### config.mk
export PLATFORM = sky130hd
export DESIGN_NAME = ula_seq_flat
export DESIGN_NICKNAME = d
export VERILOG_FILES = /design/src/rtl/ula_seq_if.sv /design/src/rtl/ula_seq.sv /design/src/flat_wrapper.sv
export SDC_FILE = /design/constraint.sdc
export NUM_CORES = 1
export LEC_CHECK = 0
export CORE_MARGIN = 8
export CORE_UTILIZATION = 55
export CTS_CLUSTER_DIAMETER = 120
export DETAILED_ROUTE_END_ITERATION = 10
export MAX_ROUTING_LAYER = met4
export PLACE_DENSITY = 0.73
export SYNTH_ARGS = -nofsm -noshare
export SYNTH_HDL_FRONTEND = slang
export SYNTH_SLANG_ARGS = --single-unit
### constraint.sdc
create_clock -name clk -period 9.2 [get_ports clk]
set_input_delay 1.84 -clock clk [delete_from_list [all_inputs] [get_ports clk]]
set_output_delay 1.84 -clock clk [all_outputs]
set_load 0.05 [all_outputs]
### src/rtl/ula_seq_if.sv
// ula_seq_if: handshake and operand/result bus between a requester and ula_seq.
//   start/op/a/b   requester -> ALU  (request and unsigned operands)
//   busy/done      ALU -> requester  (MUL in progress / one-cycle completion pulse)
//   result/cout    ALU -> requester  (2N-bit result, carry or borrow)
//   eq/gt/lt/zero  ALU -> requester  (compare flags of captured operands, result==0)
interface ula_seq_if #(
    parameter int unsigned N = 8
);
    logic             start;
    logic [1:0]       op;
    logic [N-1:0]     a;
    logic [N-1:0]     b;
    logic             busy;
    logic             done;
    logic [2*N-1:0]   result;
    logic             cout;
    logic             eq;
    logic             gt;
    logic             lt;
    logic             zero;

    modport master (
        output start, op, a, b,
        input  busy, done, result, cout, eq, gt, lt, zero
    );

    modport slave (
        input  start, op, a, b,
        output busy, done, result, cout, eq, gt, lt, zero
    );
endinterface

### src/rtl/ula_seq.sv
// ula_seq: registered N-bit ALU (ADD, SUB, CMP in one cycle; MUL by iterative
// shift-add over N cycles) with start/busy/done handshake.
//   clk    rising-edge clock
//   rst_n  asynchronous active-low reset
//   bus    ula_seq_if slave port (request, operands, registered result and flags)
module ula_seq #(
    parameter int unsigned N = 8
) (
    input  logic       clk,
    input  logic       rst_n,
    ula_seq_if.slave   bus
);
    localparam int unsigned RW = 2 * N;
    localparam int unsigned CW = $clog2(N);

    localparam logic [1:0] OP_ADD = 2'b00;
    localparam logic [1:0] OP_SUB = 2'b01;
    localparam logic [1:0] OP_CMP = 2'b10;

    typedef enum logic {
        S_IDLE = 1'b0,
        S_MUL  = 1'b1
    } state_t;

    state_t          r_state;
    logic            r_busy;
    logic            r_done;
    logic [RW-1:0]   r_result;
    logic            r_cout;
    logic            r_eq;
    logic            r_gt;
    logic            r_lt;
    logic            r_zero;
    logic [CW-1:0]   r_cnt;
    logic [RW-1:0]   r_acc;
    logic [RW-1:0]   r_mcand;
    logic [N-1:0]    r_b;

    state_t          w_state_nxt;
    logic            w_busy_nxt;
    logic            w_done_nxt;
    logic [RW-1:0]   w_result_nxt;
    logic            w_cout_nxt;
    logic            w_eq_nxt;
    logic            w_gt_nxt;
    logic            w_lt_nxt;
    logic            w_zero_nxt;
    logic [CW-1:0]   w_cnt_nxt;
    logic [RW-1:0]   w_acc_nxt;
    logic [RW-1:0]   w_mcand_nxt;
    logic [N-1:0]    w_b_nxt;

    logic [N:0]      w_sum;
    logic [N:0]      w_diff;
    logic [RW-1:0]   w_acc_sum;
    logic            w_last;

    // Bit N of the widened difference is the borrow, i.e. a < b.
    assign w_sum     = {1'b0, bus.a} + {1'b0, bus.b};
    assign w_diff    = {1'b0, bus.a} - {1'b0, bus.b};
    assign w_acc_sum = r_acc + (r_b[r_cnt] ? r_mcand : '0);
    assign w_last    = (r_cnt == CW'(N - 1));

    // State and output registers.
    always_ff @(posedge clk or negedge rst_n) begin
        if (!rst_n) begin
            r_state  <= S_IDLE;
            r_busy   <= 1'b0;
            r_done   <= 1'b0;
            r_result <= '0;
            r_cout   <= 1'b0;
            r_eq     <= 1'b0;
            r_gt     <= 1'b0;
            r_lt     <= 1'b0;
            r_zero   <= 1'b1;
            r_cnt    <= '0;
            r_acc    <= '0;
            r_mcand  <= '0;
            r_b      <= '0;
        end else begin
            r_state  <= w_state_nxt;
            r_busy   <= w_busy_nxt;
            r_done   <= w_done_nxt;
            r_result <= w_result_nxt;
            r_cout   <= w_cout_nxt;
            r_eq     <= w_eq_nxt;
            r_gt     <= w_gt_nxt;
            r_lt     <= w_lt_nxt;
            r_zero   <= w_zero_nxt;
            r_cnt    <= w_cnt_nxt;
            r_acc    <= w_acc_nxt;
            r_mcand  <= w_mcand_nxt;
            r_b      <= w_b_nxt;
        end
    end

    // Next-state and next-output logic.
    always_comb begin
        w_state_nxt  = r_state;
        w_busy_nxt   = r_busy;
        w_done_nxt   = 1'b0;
        w_result_nxt = r_result;
        w_cout_nxt   = r_cout;
        w_eq_nxt     = r_eq;
        w_gt_nxt     = r_gt;
        w_lt_nxt     = r_lt;
        w_zero_nxt   = r_zero;
        w_cnt_nxt    = r_cnt;
        w_acc_nxt    = r_acc;
        w_mcand_nxt  = r_mcand;
        w_b_nxt      = r_b;

        case (r_state)
            S_IDLE: begin
                if (bus.start) begin
                    w_b_nxt    = bus.b;
                    w_eq_nxt   = (bus.a == bus.b);
                    w_gt_nxt   = (bus.a >  bus.b);
                    w_lt_nxt   = (bus.a <  bus.b);
                    w_done_nxt = 1'b1;
                    case (bus.op)
                        OP_ADD: begin
                            w_result_nxt = RW'(w_sum);
                            w_cout_nxt   = w_sum[N];
                            w_zero_nxt   = (w_sum == '0);
                        end
                        OP_SUB: begin
                            w_result_nxt = RW'(w_diff[N-1:0]);
                            w_cout_nxt   = w_diff[N];
                            w_zero_nxt   = (w_diff[N-1:0] == '0);
                        end
                        OP_CMP: begin
                            w_result_nxt = '0;
                            w_cout_nxt   = 1'b0;
                            w_zero_nxt   = 1'b1;
                        end
                        default: begin
                            // MUL: multiplicand is the zero-extended captured a.
                            w_done_nxt  = 1'b0;
                            w_state_nxt = S_MUL;
                            w_busy_nxt  = 1'b1;
                            w_cnt_nxt   = '0;
                            w_acc_nxt   = '0;
                            w_mcand_nxt = RW'(bus.a);
                        end
                    endcase
                end
            end
            S_MUL: begin
                // One partial product per cycle, selected by captured b bit cnt.
                w_acc_nxt   = w_acc_sum;
                w_mcand_nxt = r_mcand << 1;
                w_cnt_nxt   = r_cnt + CW'(1);
                if (w_last) begin
                    w_result_nxt = w_acc_sum;
                    w_cout_nxt   = 1'b0;
                    w_zero_nxt   = (w_acc_sum == '0);
                    w_done_nxt   = 1'b1;
                    w_busy_nxt   = 1'b0;
                    w_state_nxt  = S_IDLE;
                end
            end
            default: begin
                w_state_nxt = S_IDLE;
            end
        endcase
    end

    assign bus.busy   = r_busy;
    assign bus.done   = r_done;
    assign bus.result = r_result;
    assign bus.cout   = r_cout;
    assign bus.eq     = r_eq;
    assign bus.gt     = r_gt;
    assign bus.lt     = r_lt;
    assign bus.zero   = r_zero;
endmodule

### src/flat_wrapper.sv
// flat-port wrapper written by rule: the top's interface ports become plain ports
module ula_seq_flat 
#(
    parameter int unsigned N = 8
)
  (clk, rst_n, bus_start, bus_op, bus_a, bus_b, bus_busy, bus_done, bus_result, bus_cout, bus_eq, bus_gt, bus_lt, bus_zero);
  ula_seq_if #(.N(N)) bus_i ();
  input  logic clk;
  input  logic rst_n;
  input wire logic [$bits(bus_i.start)-1:0] bus_start;
  input wire logic [$bits(bus_i.op)-1:0] bus_op;
  input wire logic [$bits(bus_i.a)-1:0] bus_a;
  input wire logic [$bits(bus_i.b)-1:0] bus_b;
  output wire logic [$bits(bus_i.busy)-1:0] bus_busy;
  output wire logic [$bits(bus_i.done)-1:0] bus_done;
  output wire logic [$bits(bus_i.result)-1:0] bus_result;
  output wire logic [$bits(bus_i.cout)-1:0] bus_cout;
  output wire logic [$bits(bus_i.eq)-1:0] bus_eq;
  output wire logic [$bits(bus_i.gt)-1:0] bus_gt;
  output wire logic [$bits(bus_i.lt)-1:0] bus_lt;
  output wire logic [$bits(bus_i.zero)-1:0] bus_zero;
  assign bus_i.start = bus_start;
  assign bus_i.op = bus_op;
  assign bus_i.a = bus_a;
  assign bus_i.b = bus_b;
  assign bus_busy = bus_i.busy;
  assign bus_done = bus_i.done;
  assign bus_result = bus_i.result;
  assign bus_cout = bus_i.cout;
  assign bus_eq = bus_i.eq;
  assign bus_gt = bus_i.gt;
  assign bus_lt = bus_i.lt;
  assign bus_zero = bus_i.zero;
  ula_seq #(.N(N)) u_core (.clk(clk), .rst_n(rst_n), .bus(bus_i));
endmodule
==> impl_results.html, run 1 <==
<table>
<tr><th>Metric</th><th>Value</th></tr>
<tr><th colspan="2">Cells and area</th></tr>
<tr><td># fillers</td><td>slightly above 700</td></tr>
<tr><td>Layout Area Growth over Synthesis</td><td>15.25%</td></tr>
<tr><td>Multi-input gate area in the final layout</td><td>approximately 2600 sq um</td></tr>
<tr><td>Register cell area after layout</td><td>1679 sq um</td></tr>
<tr><td>Inserted Diodes</td><td>0</td></tr>
<tr><td>Proportion of layout cells with a drive suffix above 1</td><td>under 10%</td></tr>
<tr><td>Net total in the final layout</td><td>around 610</td></tr>
<tr><th colspan="2">STA</th></tr>
<tr><td>Setup violators final</td><td>0</td></tr>
<tr><td>Fin Hold WS</td><td>approximately 0.48 ns</td></tr>
<tr><td>Clock period minus final worst setup slack</td><td>around 4.2 ns</td></tr>
<tr><td>Final number of max-transition violations</td><td>0</td></tr>
<tr><td>Highest clock frequency the design can meet</td><td>~240 MHz</td></tr>
<tr><td>Final Hold Fails</td><td>0</td></tr>
<tr><td>Final sum of negative setup slack</td><td>0 ns</td></tr>
<tr><td>Final period utilization</td><td>between 40% and 50%</td></tr>
<tr><td>Transition time of the tightest slew-check pin</td><td>1.002 ns</td></tr>
<tr><td>Worst slew margin relative to its limit</td><td>between 30% and 40%</td></tr>
<tr><td>Unrepaired setup endpoints after global routing</td><td>no</td></tr>
<tr><td>Post-Route Skew</td><td>around 0.013 ns</td></tr>
<tr><th colspan="2">Clocking</th></tr>
<tr><td>Sink count of the clock tree</td><td>67</td></tr>
<tr><td>Post-CTS clock slew at the launch and capture registers of the worst setup and hold paths</td><td>0.07 ns</td></tr>
<tr><td>Buffers from clock root to sink, at most</td><td>2</td></tr>
<tr><td>Clock tree root buffer cell</td><td>sky130_fd_sc_hd__clkbuf_8</td></tr>
<tr><td>Post-cts sizing count</td><td>0</td></tr>
<tr><td>Number of post-CTS setup repair buffers</td><td>0</td></tr>
<tr><td>Number of buffers added by the clock tree synthesis step</td><td>9</td></tr>
<tr><td>Clock tree from TritonCTS</td><td>yes</td></tr>
<tr><td>Cts-stage hold buffer count</td><td>0</td></tr>
<tr><td>Level count of the clock H-tree</td><td>3</td></tr>
<tr><td>Worst-skew pair later-pin latency</td><td>0.35 ns</td></tr>
<tr><th colspan="2">Power and ir drop</th></tr>
<tr><td>Static Leakage</td><td>approximately 0.0024 uW</td></tr>
<tr><td>Total power divided by cell area</td><td>roughly 310 nW/um^2</td></tr>
<tr><td>Peak supply drop</td><td>~0.15 mV</td></tr>
<tr><th colspan="2">Die</th></tr>
<tr><td>Area of the die</td><td>11330 sq um</td></tr>
<tr><td>Core Rows</td><td>33</td></tr>
<tr><td>Die W</td><td>between 100 and 150 microns</td></tr>
<tr><td>Die boundary height</td><td>~110 microns</td></tr>
<tr><td>Effective utilization at floorplan</td><td>55.85%</td></tr>
<tr><td>Total core area</td><td>~8000 sq um</td></tr>
<tr><td>Top-level I/O count</td><td>between 40 and 50</td></tr>
<tr><th colspan="2">Worst setup path</th></tr>
<tr><td>Crit end category</td><td>register</td></tr>
<tr><td>Critical path type</td><td>in -&gt; reg</td></tr>
<tr><td>Max FO, Critical Path</td><td>4</td></tr>
<tr><td>Required time worst endpoint</td><td>9.46 ns</td></tr>
<tr><td>Startpoint type of the worst setup path</td><td>primary input</td></tr>
<tr><td>Arrival time of the worst setup path</td><td>4.51 ns</td></tr>
<tr><th colspan="2">Synthesis</th></tr>
<tr><td>Number of storage elements in the synthesis netlist</td><td>67</td></tr>
<tr><td>Sequential share of the synthesized area</td><td>37.31%</td></tr>
<tr><td>Number of flops mapped to enable cells by yosys</td><td>0</td></tr>
<tr><td>Post-Synthesis Cell Area</td><td>between 4000 and 5000 sq um</td></tr>
<tr><td>Synth Flop Type</td><td>sky130_fd_sc_hd__dfrtp_1</td></tr>
<tr><td>Cells after Synth</td><td>~510</td></tr>
<tr><td>Synth Net Count</td><td>~570</td></tr>
<tr><td>Count of warnings emitted by yosys</td><td>0</td></tr>
<tr><td>Yosys cell types</td><td>60</td></tr>
<tr><td>Synth Area per Inst</td><td>~8.8 sq um</td></tr>
<tr><td>Async SR Flop Fraction</td><td>between 90% and 100%</td></tr>
<tr><th colspan="2">Route</th></tr>
<tr><td>Detail-routed via count per cell</td><td>between 5 and 6</td></tr>
<tr><td>DRC marker count from the first detailed-route iteration</td><td>173</td></tr>
<tr><td>Final routed wirelength across all metal layers</td><td>11780 microns</td></tr>
<tr><td>Final routed wire length divided by cell count</td><td>17.95 microns</td></tr>
<tr><td>Routed vias</td><td>just under 4000</td></tr>
<tr><td>Router iterations before antenna repair</td><td>4</td></tr>
<tr><td># DRC</td><td>0</td></tr>
<tr><td>Post-route antenna net violation count</td><td>0</td></tr>
<tr><th colspan="2">Hold path</th></tr>
<tr><td>Worst min-delay path category</td><td>reg -&gt; reg</td></tr>
<tr><th colspan="2">Placed design</th></tr>
<tr><td>Post-DP HPWL</td><td>between 8000 and 9000 microns</td></tr>
<tr><td>Global placement routability congestion</td><td>just over 0.9</td></tr>
<tr><td>Buffers on Ports</td><td>43</td></tr>
<tr><th colspan="2">Global route</th></tr>
<tr><td>Global-route wire length before repair</td><td>about 19000 microns</td></tr>
<tr><td>Overall routing resource usage</td><td>between 20% and 30%</td></tr>
<tr><td>Maximum number of pins on one net before global-route repair</td><td>68</td></tr>
<tr><td>Number of global-route vias before repair</td><td>between 3000 and 4000</td></tr>
<tr><td>Congestion Overflow GR</td><td>0</td></tr>
<tr><td>Antenna violations before repair</td><td>0</td></tr>
<tr><th colspan="2">Job</th></tr>
<tr><td>Max-capacitance violation count</td><td>0</td></tr>
<tr><th colspan="2">Run status</th></tr>
<tr><td>Outcome</td><td>finished, final reports clean</td></tr>
</table>
[metrics by stage]
stage          cell area, sq um  setup WS [ns]  power [uW]  utilization (%)  cells
6_report                   5182          4.956        1586            64.37    656
5_1_grt                    5182          4.777        1688            64.37    656
4_1_cts                    5182          5.000        1595            64.37    656
3_5_place_dp               4989          4.645        1342            61.96    640
3_3_place_gp               4989          4.737        1322            61.96    640
2_1_floorplan              4497          5.341        1096                -    512
[synth_stat cells, drive strengths merged (3+ instances only)]
cell	n	area [sq um]
ha	37	462.9
nand2	90	337.8
fa	3	60.06
o31ai	3	22.52
nor2b	15	96.34
inv	27	101.4
and2b	5	43.79
nor3	7	40.04
mux2i	9	102.6
o21ai	66	330.3
xnor2	18	172.7
a211oi	6	45.04
xor2	8	70.07
nor2	21	78.83
a21oi	30	150.1
nand3	15	75.07
a22o	6	52.55
a21o	4	30.03
clkbuf	20	75.07
o211ai	5	37.54
buf	3	13.76
nand2b	5	31.28
dfrtp	66	1652
o221ai	4	35.03
[kinds of logic (layout without fill, tap and decap cells)]
group,after synthesis,after routing,synth area share (%)
and+or+nand+nor,175,175,18.64
AOI/OAI and AO/OA,142,142,19.09
DFF,67,67,37.31
buffers and inverters,50,89,4.229
adders and majority gates,40,40,11.63
xor gates and xnor gates,26,26,5.398
muxes,12,12,3.701
[final timing paths]
check	slack [ns]	depth (start not counted)	startpoint	endpoint
max	4.96	12	bus_b[0]	u_core.bus.zero
min	0.48	2	u_core.r_b[4]	u_core.r_b[4]
max reg2reg	5.12	12	u_core.r_cnt[1]	u_core.bus.zero
min reg2reg	0.48	2	u_core.r_b[4]	u_core.r_b[4]
max in group asynchronous	6.93	2	rst_n	u_core.r_state
min in group asynchronous	1.66	2	rst_n	u_core.bus.result[10]
[sequential cells by signal, indices dropped and copies added, names as in the netlist]
register           cells
u_core.bus.done        1
u_core.bus.result     16
u_core.r_b             8
u_core.r_mcand        16
u_core.r_state         1
u_core.bus.eq          1
u_core.bus.cout        1
u_core.bus.busy        1
u_core.bus.lt          1
u_core.bus.zero        1
u_core.bus.gt          1
u_core.r_cnt           3
u_core.r_acc          16
[worst max-delay path: stages]
cell	delay [ns]
sky130_fd_sc_hd__clkdlybuf4s50_1	0.52
sky130_fd_sc_hd__ha_1	0.19
sky130_fd_sc_hd__inv_1	0.06
sky130_fd_sc_hd__fa_1	0.44
sky130_fd_sc_hd__a21o_1	0.19
sky130_fd_sc_hd__a21o_1	0.19
sky130_fd_sc_hd__a211oi_1	0.32
sky130_fd_sc_hd__nor2_1	0.09
sky130_fd_sc_hd__xnor2_1	0.15
sky130_fd_sc_hd__a41o_1	0.22
sky130_fd_sc_hd__a32oi_1	0.19
sky130_fd_sc_hd__nand3_1	0.10
[cell usage in the layout, fill, tap and decap left out, types with 3 or more instances in the layout]
cell / n
sky130_fd_sc_hd__a211oi_1: 6
sky130_fd_sc_hd__a21o_1: 4
sky130_fd_sc_hd__a21oi_1: 30
sky130_fd_sc_hd__a22o_1: 6
sky130_fd_sc_hd__and2b_2: 5
sky130_fd_sc_hd__buf_4: 3
sky130_fd_sc_hd__clkbuf_8: 9
sky130_fd_sc_hd__clkdlybuf4s50_1: 42
sky130_fd_sc_hd__clkinvlp_4: 3
sky130_fd_sc_hd__dfrtp_1: 65
sky130_fd_sc_hd__fa_1: 3
sky130_fd_sc_hd__ha_1: 37
sky130_fd_sc_hd__inv_1: 27
sky130_fd_sc_hd__mux2i_1: 8
sky130_fd_sc_hd__nand2_1: 90
sky130_fd_sc_hd__nand2b_1: 5
sky130_fd_sc_hd__nand3_1: 15
sky130_fd_sc_hd__nor2_1: 21
sky130_fd_sc_hd__nor2b_1: 14
sky130_fd_sc_hd__nor3_1: 6
sky130_fd_sc_hd__o211ai_1: 5
sky130_fd_sc_hd__o21ai_0: 60
sky130_fd_sc_hd__o21ai_1: 6
sky130_fd_sc_hd__o221ai_1: 4
sky130_fd_sc_hd__o31ai_1: 3
sky130_fd_sc_hd__xnor2_1: 16
sky130_fd_sc_hd__xor2_1: 8
[report_power, final]
part	switching [uW]	total (uW)	leakage (uW)	internal [uW]
logic	540	851	0.00145	310
registers	75.1	486	0.000861	411
clock network	124	249	0.0000885	125
total	739	1590	0.00240	847
[metal layers]
layer	vias up	part of all wire, %	global-route usage (%)	routed length (microns)
met2	102	51	37.40	6004
met4	0	2.8	8.744	326
li1	1858	-	-	-
met1	1861	41	23.90	4883
met5	-	0	-	0
met3	30	4.8	4.779	560
[layout make-up]
class	instances	area share, %
well taps	105	2.535
multi-input cells	395	50.72
flip-flops and latches	67	32.40
clock buffers	10	2.463
clock inverters	6	1.280
repair buffers	46	8.643
inverters	27	1.956
No activity file was read; power rests on OpenSTA's default activity.
==> run 2, diff against run 1 <==
==> constraint.sdc (replaced) <==
create_clock -name clk -period 4 [get_ports clk]
set_input_delay 0.8 -clock clk [delete_from_list [all_inputs] [get_ports clk]]
set_output_delay 0.8 -clock clk [all_outputs]
set_load 0.05 [all_outputs]
==> impl_results.html, run 2 (synthesis gave the netlist of run 1 again) <==
<table>
<tr><th>Metric</th><th>Value</th></tr>
<tr><th colspan="2">Global route</th></tr>
<tr><td>Global-route wire length before repair</td><td>19240 microns (+0.98%)</td></tr>
<tr><td>Number of global-route vias before repair</td><td>3825 (-1.3%)</td></tr>
<tr><td>Congestion Overflow GR</td><td>0 (unchanged)</td></tr>
<tr><td>Antenna violations before repair</td><td>0 (unchanged)</td></tr>
<tr><td>Maximum number of pins on one net before global-route repair</td><td>38 (-44%)</td></tr>
<tr><td>Overall routing resource usage</td><td>22.10% (+0.38 points)</td></tr>
<tr><th colspan="2">Route</th></tr>
<tr><td>Wl on met1</td><td>5045 microns (+3.3%)</td></tr>
<tr><td>Router iterations before antenna repair</td><td>5 (+1)</td></tr>
<tr><td>Final routed wire length divided by cell count</td><td>17.76 microns (-1.1%)</td></tr>
<tr><td># DRC</td><td>0 (unchanged)</td></tr>
<tr><td>Post-route antenna net violation count</td><td>0 (unchanged)</td></tr>
<tr><td>Highest metal layer used by the detailed router</td><td>met4</td></tr>
<tr><td>Detail-routed via count per cell</td><td>5.806 (-1.1%)</td></tr>
<tr><td>Total met2 wirelength after detailed routing</td><td>5995 microns (-0.15%)</td></tr>
<tr><td>Final routed wirelength across all metal layers</td><td>11740 microns (-0.31%)</td></tr>
<tr><td>DRC marker count from the first detailed-route iteration</td><td>188 (+8.7%)</td></tr>
<tr><td>Routed length on met3</td><td>492 microns (-12%)</td></tr>
<tr><td>Routed vias</td><td>3838 (-0.34%)</td></tr>
<tr><th colspan="2">STA</th></tr>
<tr><td>Worst slew margin relative to its limit</td><td>27.05% (-6.0 points)</td></tr>
<tr><td>Final Hold Fails</td><td>0 (unchanged)</td></tr>
<tr><td>Final period utilization</td><td>92.14%</td></tr>
<tr><td>Final sum of negative setup slack</td><td>0 ns (unchanged)</td></tr>
<tr><td>Highest clock frequency the design can meet</td><td>approximately 270 MHz</td></tr>
<tr><td>Transition time of the tightest slew-check pin</td><td>1.092 ns (+0.08936 ns)</td></tr>
<tr><td>Post-Route Skew</td><td>0.01155 ns (-0.001192 ns)</td></tr>
<tr><td>Setup violators final</td><td>0 (unchanged)</td></tr>
<tr><td>Final number of max-transition violations</td><td>0 (unchanged)</td></tr>
<tr><td>Unrepaired setup endpoints after global routing</td><td>no</td></tr>
<tr><td>Clock period minus final worst setup slack</td><td>around 3.7 ns</td></tr>
<tr><th colspan="2">Worst setup path</th></tr>
<tr><td>Critical path type</td><td>reg -&gt; reg</td></tr>
<tr><td>Number of cell instances on the worst register-to-register path</td><td>13 (+1)</td></tr>
<tr><td>Startpoint of the worst-slack reg-to-reg timing path</td><td>u_core.r_cnt[1]</td></tr>
<tr><td>Arrival time of the worst setup path</td><td>3.98 ns (-0.53 ns)</td></tr>
<tr><td>Crit end category</td><td>register</td></tr>
<tr><td>Required time worst endpoint</td><td>4.30 ns (-5.16 ns)</td></tr>
<tr><td>Setup slack of the worst register-to-register path</td><td>0.31 ns (-4.81 ns)</td></tr>
<tr><td>Timing startpoint of the critical path</td><td>u_core.r_cnt[1]</td></tr>
<tr><td>Startpoint type of the worst setup path</td><td>register</td></tr>
<tr><td>Max FO, Critical Path</td><td>15 (+11)</td></tr>
<tr><td>Critical R2R Capture</td><td>u_core.bus.zero</td></tr>
<tr><th colspan="2">Power and ir drop</th></tr>
<tr><td>Peak supply drop</td><td>0.3484 mV (+130%)</td></tr>
<tr><td>Post-route total power</td><td>3756 uW (+140%)</td></tr>
<tr><td>Total power divided by cell area</td><td>715.3 nW/um^2 (+130%)</td></tr>
<tr><td>Static Leakage</td><td>0.002439 uW (+1.7%)</td></tr>
<tr><th colspan="2">Clocking</th></tr>
<tr><td>Post-CTS clock slew at the launch and capture registers of the worst setup and hold paths</td><td>0.08 ns (about the same)</td></tr>
<tr><td>Level count of the clock H-tree</td><td>3 (unchanged)</td></tr>
<tr><td>Number of post-CTS setup repair buffers</td><td>0 (unchanged)</td></tr>
<tr><td>Clock tree root buffer cell</td><td>sky130_fd_sc_hd__clkbuf_8</td></tr>
<tr><td>Clock tree from TritonCTS</td><td>yes</td></tr>
<tr><td>Sink count of the clock tree</td><td>67 (unchanged)</td></tr>
<tr><td>Post-cts sizing count</td><td>0 (unchanged)</td></tr>
<tr><td>Worst-skew pair later-pin latency</td><td>0.35 ns (about the same)</td></tr>
<tr><td>Cts-stage hold buffer count</td><td>0 (unchanged)</td></tr>
<tr><td>Buffers from clock root to sink, at most</td><td>2 (unchanged)</td></tr>
<tr><td>Number of buffers added by the clock tree synthesis step</td><td>9 (unchanged)</td></tr>
<tr><th colspan="2">Placed design</th></tr>
<tr><td>Buffers on Ports</td><td>43 (unchanged)</td></tr>
<tr><td>Post-DP HPWL</td><td>8999 microns (+1.7%)</td></tr>
<tr><td>Area post-placement</td><td>5026 sq um (+0.75%)</td></tr>
<tr><td>Global placement routability congestion</td><td>0.9451 (+3.1%)</td></tr>
<tr><th colspan="2">Cells and area</th></tr>
<tr><td>Most common library cell in the layout ignoring fill and taps</td><td>sky130_fd_sc_hd__nand2_1</td></tr>
<tr><td># fillers</td><td>678 (-5.8%)</td></tr>
<tr><td>Inserted Diodes</td><td>0 (unchanged)</td></tr>
<tr><td>Layout Area Growth over Synthesis</td><td>16.78%</td></tr>
<tr><td>Net total in the final layout</td><td>612 (+0.82%)</td></tr>
<tr><td>Proportion of layout cells with a drive suffix above 1</td><td>7.554% (+1.0 points)</td></tr>
<tr><td>Commonest cells after routing, fill and taps aside</td><td>sky130_fd_sc_hd__nand2_1, sky130_fd_sc_hd__dfrtp_1, sky130_fd_sc_hd__o21ai_0</td></tr>
<tr><td>Final instance area</td><td>5251 sq um (+1.3%)</td></tr>
<tr><th colspan="2">Die</th></tr>
<tr><td>Core Rows</td><td>33 (unchanged)</td></tr>
<tr><td>Effective utilization at floorplan</td><td>55.85% (unchanged)</td></tr>
<tr><td>Die W</td><td>106.4 microns (unchanged)</td></tr>
<tr><td>Die boundary height</td><td>106.4 microns (unchanged)</td></tr>
<tr><td>Total core area</td><td>8051 sq um (unchanged)</td></tr>
<tr><td>Area of the die</td><td>11330 sq um (unchanged)</td></tr>
<tr><td>Top-level I/O count</td><td>44 (unchanged)</td></tr>
<tr><th colspan="2">Run status</th></tr>
<tr><td>Outcome</td><td>finished, final reports clean</td></tr>
<tr><th colspan="2">Job</th></tr>
<tr><td>Max-capacitance violation count</td><td>0 (unchanged)</td></tr>
<tr><th colspan="2">Hold path</th></tr>
<tr><td>Worst min-delay path category</td><td>in -&gt; async</td></tr>
</table>
[run 2: cell types whose count changed in the layout (fill, tap and decap cells not counted)]
cell                         delta
sky130_fd_sc_hd__clkinvlp_4     -1
sky130_fd_sc_hd__bufinv_16      +1
sky130_fd_sc_hd__clkinv_2       -1
sky130_fd_sc_hd__clkbuf_1       -1
sky130_fd_sc_hd__inv_6          +1
sky130_fd_sc_hd__clkinv_4       +1
sky130_fd_sc_hd__buf_4          +5
[run 2: power breakdown]
group	internal (uW)	switching [uW]	leakage, uW
registers	945	218	0.000861
clock network	355	292	0.000106
logic	735	1210	0.00147
total	2030	1720	0.00244
[run 2: critical path: stages (launching register included)]
cell                       delay [ns]
sky130_fd_sc_hd__dfrtp_1         0.43
sky130_fd_sc_hd__mux4_1          0.63
sky130_fd_sc_hd__mux2i_4         0.17
sky130_fd_sc_hd__buf_4           0.23
sky130_fd_sc_hd__and2b_2         0.26
sky130_fd_sc_hd__fa_1            0.45
sky130_fd_sc_hd__a211oi_1        0.27
sky130_fd_sc_hd__o21ai_1         0.14
sky130_fd_sc_hd__a31oi_1         0.22
sky130_fd_sc_hd__a21oi_1         0.10
sky130_fd_sc_hd__xor2_1          0.20
sky130_fd_sc_hd__nor4_4          0.29
sky130_fd_sc_hd__nand4b_1        0.13
sky130_fd_sc_hd__nand3_1         0.10
[run 2: layout make-up]
class / count / area [sq um] / area share [%]
multi-input combinational: 395 / 2629 / 50.06
sequential: 67 / 1679 / 31.98
timing repair buffer: 51 / 485.5 / 9.245
tap: 105 / 131.4 / 2.502
clock buffer: 9 / 123.9 / 2.359
clock inverter: 7 / 101.3 / 1.930
inverter: 27 / 101.3 / 1.930
[run 2: worst max-delay path by stage]
stage / end / slack (ns) / cells past startpoint
after detailed placement: u_core.bus.zero / 0.33 / 12
after floorplan: u_core.bus.zero / 0.65 / 13
after CTS: u_core.bus.zero / 0.35 / 13
final: u_core.bus.zero / 0.31 / 13
after global routing: u_core.bus.result[14] / 0.09 / 13
after global placement: u_core.bus.zero / 0.35 / 12
[run 2: routing by layer]
layer / up-vias / track usage (%)
li1: 1867 / -
met1: 1844 / 26.59
met2: 107 / 36.86
met3: 20 / 3.932
met4: 0 / 6.935
met5: - / -
[run 2: metrics by stage]
stage / cells / worst slack [ns] / hold slack [ns] / utilization (%)
after floorplan: 512 / 0.6533 / 0.4381 / -
after global placement: 645 / 0.3544 / 0.4610 / 62.42
after detailed placement: 645 / 0.3334 / 0.4628 / 62.42
after CTS: 661 / 0.3476 / 0.4794 / 65.22
after global routing: 661 / 0.09052 / 0.5042 / 65.22
final: 661 / 0.3145 / 0.4687 / 65.22
